==> src/rtl/sfm_row_sequencer.sv <==
// Splits a matrix softmax job into per-row address/length/start requests for the softmax controller.
// First row_start_o one cycle after accept; waits on row_busy_i before each start; cfg_ready_o only in IDLE.
module sfm_row_sequencer #(
    parameter int ADDR_WIDTH = 32,
    parameter int CNT_WIDTH  = 16,
    parameter int DATA_WIDTH = 128
) (
    input  logic                  clk_i,
    input  logic                  rst_ni,
    input  logic                  clear_i,
    input  logic                  cfg_valid_i,
    output logic                  cfg_ready_o,
    input  logic [ADDR_WIDTH-1:0] cfg_in_base_i,
    input  logic [ADDR_WIDTH-1:0] cfg_out_base_i,
    input  logic [ADDR_WIDTH-1:0] cfg_in_stride_i,
    input  logic [ADDR_WIDTH-1:0] cfg_out_stride_i,
    input  logic [31:0]           cfg_row_len_i,
    input  logic [CNT_WIDTH-1:0]  cfg_n_rows_i,
    output logic                  row_start_o,
    output logic [ADDR_WIDTH-1:0] row_in_addr_o,
    output logic [ADDR_WIDTH-1:0] row_out_addr_o,
    output logic [31:0]           row_len_o,
    input  logic                  row_busy_i,
    input  logic                  row_done_i,
    output logic                  busy_o,
    output logic                  done_o,
    output logic                  err_o,
    output logic [CNT_WIDTH-1:0]  rows_done_o
);

    localparam logic [31:0] BEAT_BYTES = 32'(DATA_WIDTH / 8);

    typedef enum logic [1:0] {
        IDLE,
        ISSUE,
        WAIT_ROW,
        FINISH
    } state_e;

    state_e                state_q, state_d;
    logic [ADDR_WIDTH-1:0] in_addr_q, in_addr_d;
    logic [ADDR_WIDTH-1:0] out_addr_q, out_addr_d;
    logic [ADDR_WIDTH-1:0] in_stride_q, in_stride_d;
    logic [ADDR_WIDTH-1:0] out_stride_q, out_stride_d;
    logic [31:0]           row_len_q, row_len_d;
    logic [CNT_WIDTH-1:0]  n_rows_q, n_rows_d;
    logic [CNT_WIDTH-1:0]  rows_done_q, rows_done_d;
    logic                  err_q, err_d;

    logic                  accept;
    logic                  len_bad;
    logic [CNT_WIDTH-1:0]  rows_done_inc;

    // clear_i blocks the handshake so a descriptor is never taken in a clear cycle
    assign cfg_ready_o   = (state_q == IDLE) && !clear_i;
    assign accept        = cfg_valid_i && cfg_ready_o;
    assign len_bad       = (cfg_row_len_i == 32'd0) || ((cfg_row_len_i % BEAT_BYTES) != 32'd0);
    assign rows_done_inc = rows_done_q + 1'b1;

    assign row_in_addr_o  = in_addr_q;
    assign row_out_addr_o = out_addr_q;
    assign row_len_o      = row_len_q;
    assign rows_done_o    = rows_done_q;
    assign busy_o         = (state_q != IDLE);

    always_comb begin
        state_d      = state_q;
        in_addr_d    = in_addr_q;
        out_addr_d   = out_addr_q;
        in_stride_d  = in_stride_q;
        out_stride_d = out_stride_q;
        row_len_d    = row_len_q;
        n_rows_d     = n_rows_q;
        rows_done_d  = rows_done_q;
        err_d        = err_q;
        row_start_o  = 1'b0;
        done_o       = 1'b0;
        err_o        = 1'b0;

        case (state_q)
            IDLE: begin
                if (accept) begin
                    in_addr_d    = cfg_in_base_i;
                    out_addr_d   = cfg_out_base_i;
                    in_stride_d  = cfg_in_stride_i;
                    out_stride_d = cfg_out_stride_i;
                    row_len_d    = cfg_row_len_i;
                    n_rows_d     = cfg_n_rows_i;
                    rows_done_d  = '0;
                    err_d        = len_bad;
                    if (len_bad || (cfg_n_rows_i == '0)) begin
                        state_d = FINISH;
                    end else begin
                        state_d = ISSUE;
                    end
                end
            end
            ISSUE: begin
                if (!row_busy_i) begin
                    row_start_o = 1'b1;
                    state_d     = WAIT_ROW;
                end
            end
            WAIT_ROW: begin
                if (row_done_i) begin
                    rows_done_d = rows_done_inc;
                    if (rows_done_inc == n_rows_q) begin
                        state_d = FINISH;
                    end else begin
                        in_addr_d  = in_addr_q + in_stride_q;
                        out_addr_d = out_addr_q + out_stride_q;
                        state_d    = ISSUE;
                    end
                end
            end
            FINISH: begin
                done_o  = 1'b1;
                err_o   = err_q;
                err_d   = 1'b0;
                state_d = IDLE;
            end
            default: state_d = IDLE;
        endcase

        // Soft clear wins over everything, including pulses already decoded this cycle
        if (clear_i) begin
            state_d      = IDLE;
            in_addr_d    = '0;
            out_addr_d   = '0;
            in_stride_d  = '0;
            out_stride_d = '0;
            row_len_d    = '0;
            n_rows_d     = '0;
            rows_done_d  = '0;
            err_d        = 1'b0;
            row_start_o  = 1'b0;
            done_o       = 1'b0;
            err_o        = 1'b0;
        end
    end

    always_ff @(posedge clk_i or negedge rst_ni) begin
        if (!rst_ni) begin
            state_q      <= IDLE;
            in_addr_q    <= '0;
            out_addr_q   <= '0;
            in_stride_q  <= '0;
            out_stride_q <= '0;
            row_len_q    <= '0;
            n_rows_q     <= '0;
            rows_done_q  <= '0;
            err_q        <= 1'b0;
        end else begin
            state_q      <= state_d;
            in_addr_q    <= in_addr_d;
            out_addr_q   <= out_addr_d;
            in_stride_q  <= in_stride_d;
            out_stride_q <= out_stride_d;
            row_len_q    <= row_len_d;
            n_rows_q     <= n_rows_d;
            rows_done_q  <= rows_done_d;
            err_q        <= err_d;
        end
    end

endmodule

==> config.mk <==
export PLATFORM = sky130hd
export DESIGN_NAME = sfm_row_sequencer
export DESIGN_NICKNAME = d
export VERILOG_FILES = /design/src/rtl/sfm_row_sequencer.sv
export SDC_FILE = /design/constraint.sdc
export NUM_CORES = 1
export LEC_CHECK = 0
export ABC_CLOCK_PERIOD_IN_PS = 9260
export CAP_MARGIN = 20
export CORE_UTILIZATION = 54
export DETAILED_ROUTE_END_ITERATION = 10
export HOLD_SLACK_MARGIN = 0.02
export PLACE_DENSITY = 0.89
export SLEW_MARGIN = 20
export SYNTH_ARGS = -nofsm -noshare
export SYNTH_HDL_FRONTEND = slang
export SYNTH_SLANG_ARGS = --single-unit
==> constraint.sdc <==
create_clock -name clk_i -period 9.26 [get_ports clk_i]
set_clock_uncertainty 0.05 [all_clocks]
set_input_delay 1.852 -clock clk_i [delete_from_list [all_inputs] [get_ports clk_i]]
set_output_delay 1.852 -clock clk_i [all_outputs]
set_load 0.02 [all_outputs]
==> summary.txt, run 1 <==
STA
  – Pins Over Slew Limit: 0
  – Final Hold Fails: 0
  – Setup TNS: 0 ns
  – Slew HR: 26.4%
  – Hold Slack: 0.457 ns
  – RSZ-0062 raised after global routing: no
  – FMAX: 179 MHz
  – Actual slew at the worst max-slew pin: 1.10 ns
  – Crit path time final: 5.58 ns
  – Final setup margin: 3.68 ns
  – Fin crit share: 60.3%
  – Final Setup Violations: 0

Worst setup path
  – Req. time, crit path: 7.36 ns
  – CP endpoint: cfg_ready_o
  – CP Launch Type: primary input
  – Maximum fanout along the worst path: 33
  – Top Family by Delay on Critical Path: buffers and inverters
  – CP max-delay cell: buf_2
  – Crit-path max cell delay: 0.59 ns
  – Buf/Inv on CP: 3
  – RR Endpoint: row_in_addr_o[24]
  – Worst Setup Path Type: in2out
  – Data arrival, critical path: 3.68 ns
  – Worst Setup End Kind: output port
  – Worst setup path startpoint: clear_i
  – CP cell instances: buf_2 -> buf_4 -> nor2_1 -> clkdlybuf4s50_1
  – R2R Setup Slk: 5.07 ns
  – Critical R2R Launch: rows_done_o[0]
  – Worst path depth: 4
  – R2R cell count: 11

Floorplanning
  – Die span in y: 150 um
  – Die area: 0.0226 sq mm
  – Top Ports: 299
  – Floorplan die width: 150 um
  – Core area: 0.0213 sq mm
  – Rows: 53
  – Starting Density: 55.8%

Global routing
  – Overflow after GRT: 0
  – Vias in the first global route: 10,500
  – First-pass GRT wire length: 55,400 um
  – Largest net degree at the start of global routing: 112
  – Initial antenna violation count: 1
  – Gr usage total: 31.5%

Clock tree
  – # hold bufs at CTS: 0
  – Clock Pin Slew Worst Setup and Hold Paths: 0.08 ns
  – CTS buffer count: 17
  – # Post-CTS Setup Buffers: 0
  – Max Root-Sink Buffers: 2
  – Clock root cell: clkbuf_16
  – CTS tree: yes
  – Clock latency on the worst-skew pair: 0.44 ns
  – CTS sink cnt: 195
  – # H-tree levels: 4
  – # resized after CTS: 0

Pwr
  – Total power after layout: 0.00253 W
  – PwrDens: 162 mW/mm^2
  – P_leak: 6.95 nW
  – Peak supply drop: 0.0990 mV

Placement
  – GP Congestion: 0.949
  – DP Worst Slack: 3.72 ns
  – HPWL Detailed: 25,400 um
  – PortBufs: 298

Yosys
  – Post-synthesis async set-or-reset flop share: 100%
  – Synthesized net count: 1,469
  – Main flop type after synthesis: dfrtp_1
  – Cells after Synth: 1,222
  – Post-synthesis cell area: 0.0119 sq mm
  – Yosys cell types: 81
  – Avg Inst Size Synth: 9.71 sq um
  – Post-synth EDFFs: 0
  – Seq/Total Area, Yosys: 41.1%
  – Ys Warns: 0
  – Yosys reg bits: 195

Layout
  – Final Util: 73.1%
  – Final nets: 1,716
  – Layout cell share with drive strength beyond 1: 5.06%
  – Most common cell after layout, fill and taps aside: clkdlybuf4s50_1
  – Synth-to-Final Area Change: 31.1%
  – Most frequent cells in the layout: clkdlybuf4s50_1, dfrtp_1, a22o_1, nand2_1, nor2_1
  – Fill count: 1,554

Min path
  – Worst hold path type: reg2reg

Drt
  – Vias: 11,000
  – Routed Antenna Nets: 0
  – Total routed wirelength: 35,500 um
  – Remaining DRCs: 0
  – Vias per Instance: 6.27
  – Wire per inst: 20.1 um
  – Drt first pass iters: 5
  – First DRT Iteration DRCs: 635

Run status
  – Outcome: finished, final reports clean

Flow run
  – Max_cap viols: 0
state kept, by name, summed over array words and instances (netlist names):
register        cells
n_rows_q           16
rows_done_o        16
row_len_o          32
state_q             2
out_stride_q       32
in_stride_q        32
row_out_addr_o     32
row_in_addr_o      32
err_q               1
cells by family (layout without fill, tap and decap cells):
group                    count (synthesis)  after routing  share of synthesized area, %
AO/OA/AOI/OAI                          443            443                          27.6
AND/OR/NAND/NOR                        342            342                          14.2
flip-flops                             195            195                          41.1
buffers and inverters                   90            350                          3.38
adder cells (fa/ha/maj)                 65             65                          6.98
XOR/XNOR                                65             65                          4.80
multiplexers                            22             22                          1.88
other                                    0              4                             0
worst register-to-register path: cells and delay by family, from the launching register on:
family                   cells  cell delay (ns)
AO/OA/AOI/OAI                5             1.02
buffers and inverters        1             0.74
adder cells (fa/ha/maj)      1             0.37
AND/OR/NAND/NOR              4             1.39
flip-flops                   1             0.51
how the worst min path moves through the flow:
stage,start,end,slack [ns],cells past startpoint
detailed placement,row_len_o[27],row_len_o[27],0.44,1
finish,row_len_o[14],row_len_o[14],0.46,1
CTS,row_len_o[14],row_len_o[14],0.46,1
global placement,row_len_o[16],row_len_o[16],0.44,1
floorplan,in_stride_q[0],in_stride_q[0],0.43,1
global route,row_len_o[18],row_len_o[18],0.47,1
metal layers:
| metal | GRT usage (%) | vias up | part of all wire, % |
|---|---|---|---|
| li1 | - | 5130 | - |
| met1 | 42.1 | 5394 | 43 |
| met2 | 51.2 | 473 | 48 |
| met3 | 6.21 | 49 | 7.4 |
| met4 | 10.5 | 0 | 2.1 |
| met5 | 0 | - | 0 |
area by class of cell:
class	instances	area [sq um]	share of cell area (%)
clock buffers	17	425	2.73
well taps	275	344	2.21
inverters	12	45.0	0.289
multi-input cells	937	6630	42.6
clock inverters	15	186	1.20
flip-flops and latches	195	4880	31.3
repair buffers	306	3050	19.6
diodes	4	10.0	0.0643
stage by stage:
stage	area (sq um)	instances
final	15600	1761
after global routing	15600	1758
after CTS	15600	1757
after detailed placement	14900	1725
after global placement	14900	1725
after floorplan	11900	1222
cells in the mapped netlist, drive strengths merged (6+ instances only):
master	number	area [sq um]
dfrtp	195	4880
a22o	126	1100
nand2	103	387
nor2	97	367
a21oi	75	375
o21ai	65	329
ha	63	788
clkbuf	52	195
o31ai	39	293
xnor2	39	342
a21o	29	218
nor3	27	140
buf	26	161
xor2	26	228
a211oi	20	180
mux2i	20	200
nand3	19	108
nor4	16	121
inv	12	45.0
nand4	12	96.3
and3	11	68.8
o21a	11	82.6
o21bai	11	82.6
and2	10	62.6
nand2b	10	62.6
a31oi	8	50.1
nor2b	6	37.5
power breakdown:
part	switching (W)	total, W	internal [W]
clock network	0.000375	0.000765	0.000390
registers	0.0000768	0.00101	0.000929
logic	0.000409	0.000757	0.000347
Power figures use the tool's default switching activity.
==> run 2: changes to the inputs <==
ABC_CLOCK_PERIOD_IN_PS = 5000   (was 9260)
CORE_UTILIZATION = 45   (was 54)
PLACE_DENSITY = 0.79   (was 0.89)
clock period = 5 ns   (was 9.26 ns; I/O delays follow)
==> run 2 against run 1 <==
Net effect:
- count of clock-buffer cells in the layout rose by 2
- core utilization is 13 points lower
- flip-flop and latch count did not move
- combinational power rose by 85%
- worst hold slack improved by 0.0022 ns
- non-clock buffer count grew 4
- die area up 20%
- critical path depth rose by 5
- global-route usage down 4.7 points
- clock power grew 75%
- first-iteration DRC count increased by 46%
- sequential power rose by 84%
- largest cell class unchanged
==> summary.txt, run 2 (same netlist as run 1, synthesis figures left out) <==
STA
  – Pins Over Slew Limit: 0
  – Final Setup Violations: 0
  – Setup TNS: 0 ns
  – RSZ-0062 raised after global routing: no
  – Fin crit share: 75.5%
  – FMAX: 265 MHz
  – Final Hold Fails: 0
  – Hold Slack: 0.459 ns
  – Crit path time final: 3.78 ns
  – Actual slew at the worst max-slew pin: 1.07 ns
  – Slew HR: 28.7%

Drt
  – Routed Antenna Nets: 0
  – Remaining DRCs: 0
  – Drt first pass iters: 5
  – Vias per Instance: 5.95
  – Vias: 10,800
  – First DRT Iteration DRCs: 927
  – Wire per inst: 19.8 um
  – Total routed wirelength: 36,000 um

Floorplanning
  – Core area: 0.0260 sq mm
  – Die span in y: 164 um
  – Floorplan die width: 164 um
  – Rows: 59
  – Starting Density: 45.7%
  – Top Ports: 299
  – Die area: 0.0270 sq mm

Pwr
  – Switching portion of total power: 34.0%
  – P_leak: 6.94 nW
  – Clock Power Share: 29.1%
  – PwrDens: 294 mW/mm^2
  – P_int: 0.00303 W
  – NetSw: 0.00156 W
  – Comb power frac: 30.5%
  – Peak supply drop: 0.191 mV
  – Register share of total power: 40.4%

Placement
  – HPWL Detailed: 26,100 um
  – GP Congestion: 0.912
  – PortBufs: 298

Clock tree
  – # Post-CTS Setup Buffers: 0
  – # resized after CTS: 0
  – # hold bufs at CTS: 0
  – CTS sink cnt: 195
  – Clock root cell: clkbuf_16
  – Clock Pin Slew Worst Setup and Hold Paths: 0.07 ns
  – CTS buffer count: 17
  – # H-tree levels: 4
  – CTS tree: yes
  – Clock latency on the worst-skew pair: 0.44 ns
  – Max Root-Sink Buffers: 2

Global routing
  – Overflow after GRT: 0
  – Initial antenna violation count: 4
  – Vias in the first global route: 10,700
  – Largest net degree at the start of global routing: 113
  – Gr usage total: 26.8%
  – First-pass GRT wire length: 56,600 um

Layout
  – Final Util: 60.1%
  – Final nets: 1,720
  – Fill count: 2,213
  – Most common cell after layout, fill and taps aside: clkdlybuf4s50_1
  – Layout cell share with drive strength beyond 1: 5.25%
  – Most frequent cells in the layout: clkdlybuf4s50_1, dfrtp_1, a22o_1, nand2_1, nor2_1
  – Synth-to-Final Area Change: 31.6%

Flow run
  – Max_cap viols: 0

Worst setup path
  – Worst Setup Path Type: in2reg
  – Data arrival, critical path: 4.07 ns
  – Worst Setup End Kind: flip-flop
  – CP Launch Type: primary input
  – Maximum fanout along the worst path: 55
  – Req. time, crit path: 5.30 ns

Min path
  – Worst hold path type: reg2reg

Run status
  – Outcome: finished, final reports clean
run 2: power by group through the flow:
stage,Combinational [W],Clock [W],Sequential [W]
final,0.00140,0.00134,0.00186
after global routing,0.00152,0.00142,0.00188
after CTS,0.00140,0.00135,0.00186
after detailed placement,0.00139,0,0.00188
after global placement,0.00136,0,0.00188
after floorplan,0.000736,0,0.00195
run 2: path summary, 6_finish.rpt:
check	start	endpoint	slack, ns	cells after the start
max	cfg_valid_i	row_in_addr_o[26]	1.22	9
max in group asynchronous	rst_ni	in_stride_q[6]	3.34	2
min reg2reg	row_len_o[4]	row_len_o[4]	0.46	1
max reg2reg	rows_done_o[0]	row_out_addr_o[23]	1.30	11
min in group asynchronous	rst_ni	rows_done_o[13]	0.59	1
min	row_len_o[4]	row_len_o[4]	0.46	1
run 2: layer usage:
layer | GRT usage (%) | part of all wire [%] | vias to the layer above | routed length (um)
li1 | - | - | 5122 | -
met1 | 35.3 | 43 | 5318 | 15600
met2 | 44.4 | 48 | 359 | 17400
met3 | 5.35 | 6.7 | 41 | 2400
met4 | 8.13 | 1.6 | 4 | 561
met5 | 0 | 0.072 | - | 26
run 2: area by class of cell:
| cell class | instances | area, sq um | share of cell area, % |
|---|---|---|---|
| Clock buffer | 19 | 443 | 2.84 |
| Clock inverter | 13 | 116 | 0.745 |
| Tap cell | 335 | 419 | 2.68 |
| Timing Repair Buffer | 310 | 3080 | 19.7 |
| Sequential cell | 195 | 4880 | 31.2 |
| Inverter | 12 | 45.0 | 0.288 |
| Multi-Input combinational cell | 937 | 6620 | 42.4 |
| Antenna cell | 3 | 7.51 | 0.0481 |
run 2: critical path, cell delays in order:
cell and delay (ns):
clkdlybuf4s50_1 0.52, mux2i_1 0.19, nor2_1 0.08, nor2_1 0.82, inv_1 0.31, o21ai_4 0.23, buf_4 0.57, nor3_1 0.14
nor3_1 0.21
run 2: metrics by stage:
| step | worst slack, ns | cell area [sq um] | instances | total power, W |
|---|---|---|---|---|
| finish | 1.22 | 15600 | 1824 | 0.00459 |
| detailed placement | 0.821 | 15100 | 1789 | 0.00328 |
| CTS | 1.27 | 15600 | 1821 | 0.00461 |
| floorplan | 1.51 | 11900 | 1222 | 0.00269 |
| global route | 0.879 | 15600 | 1823 | 0.00482 |
| global placement | 0.903 | 15100 | 1789 | 0.00325 |
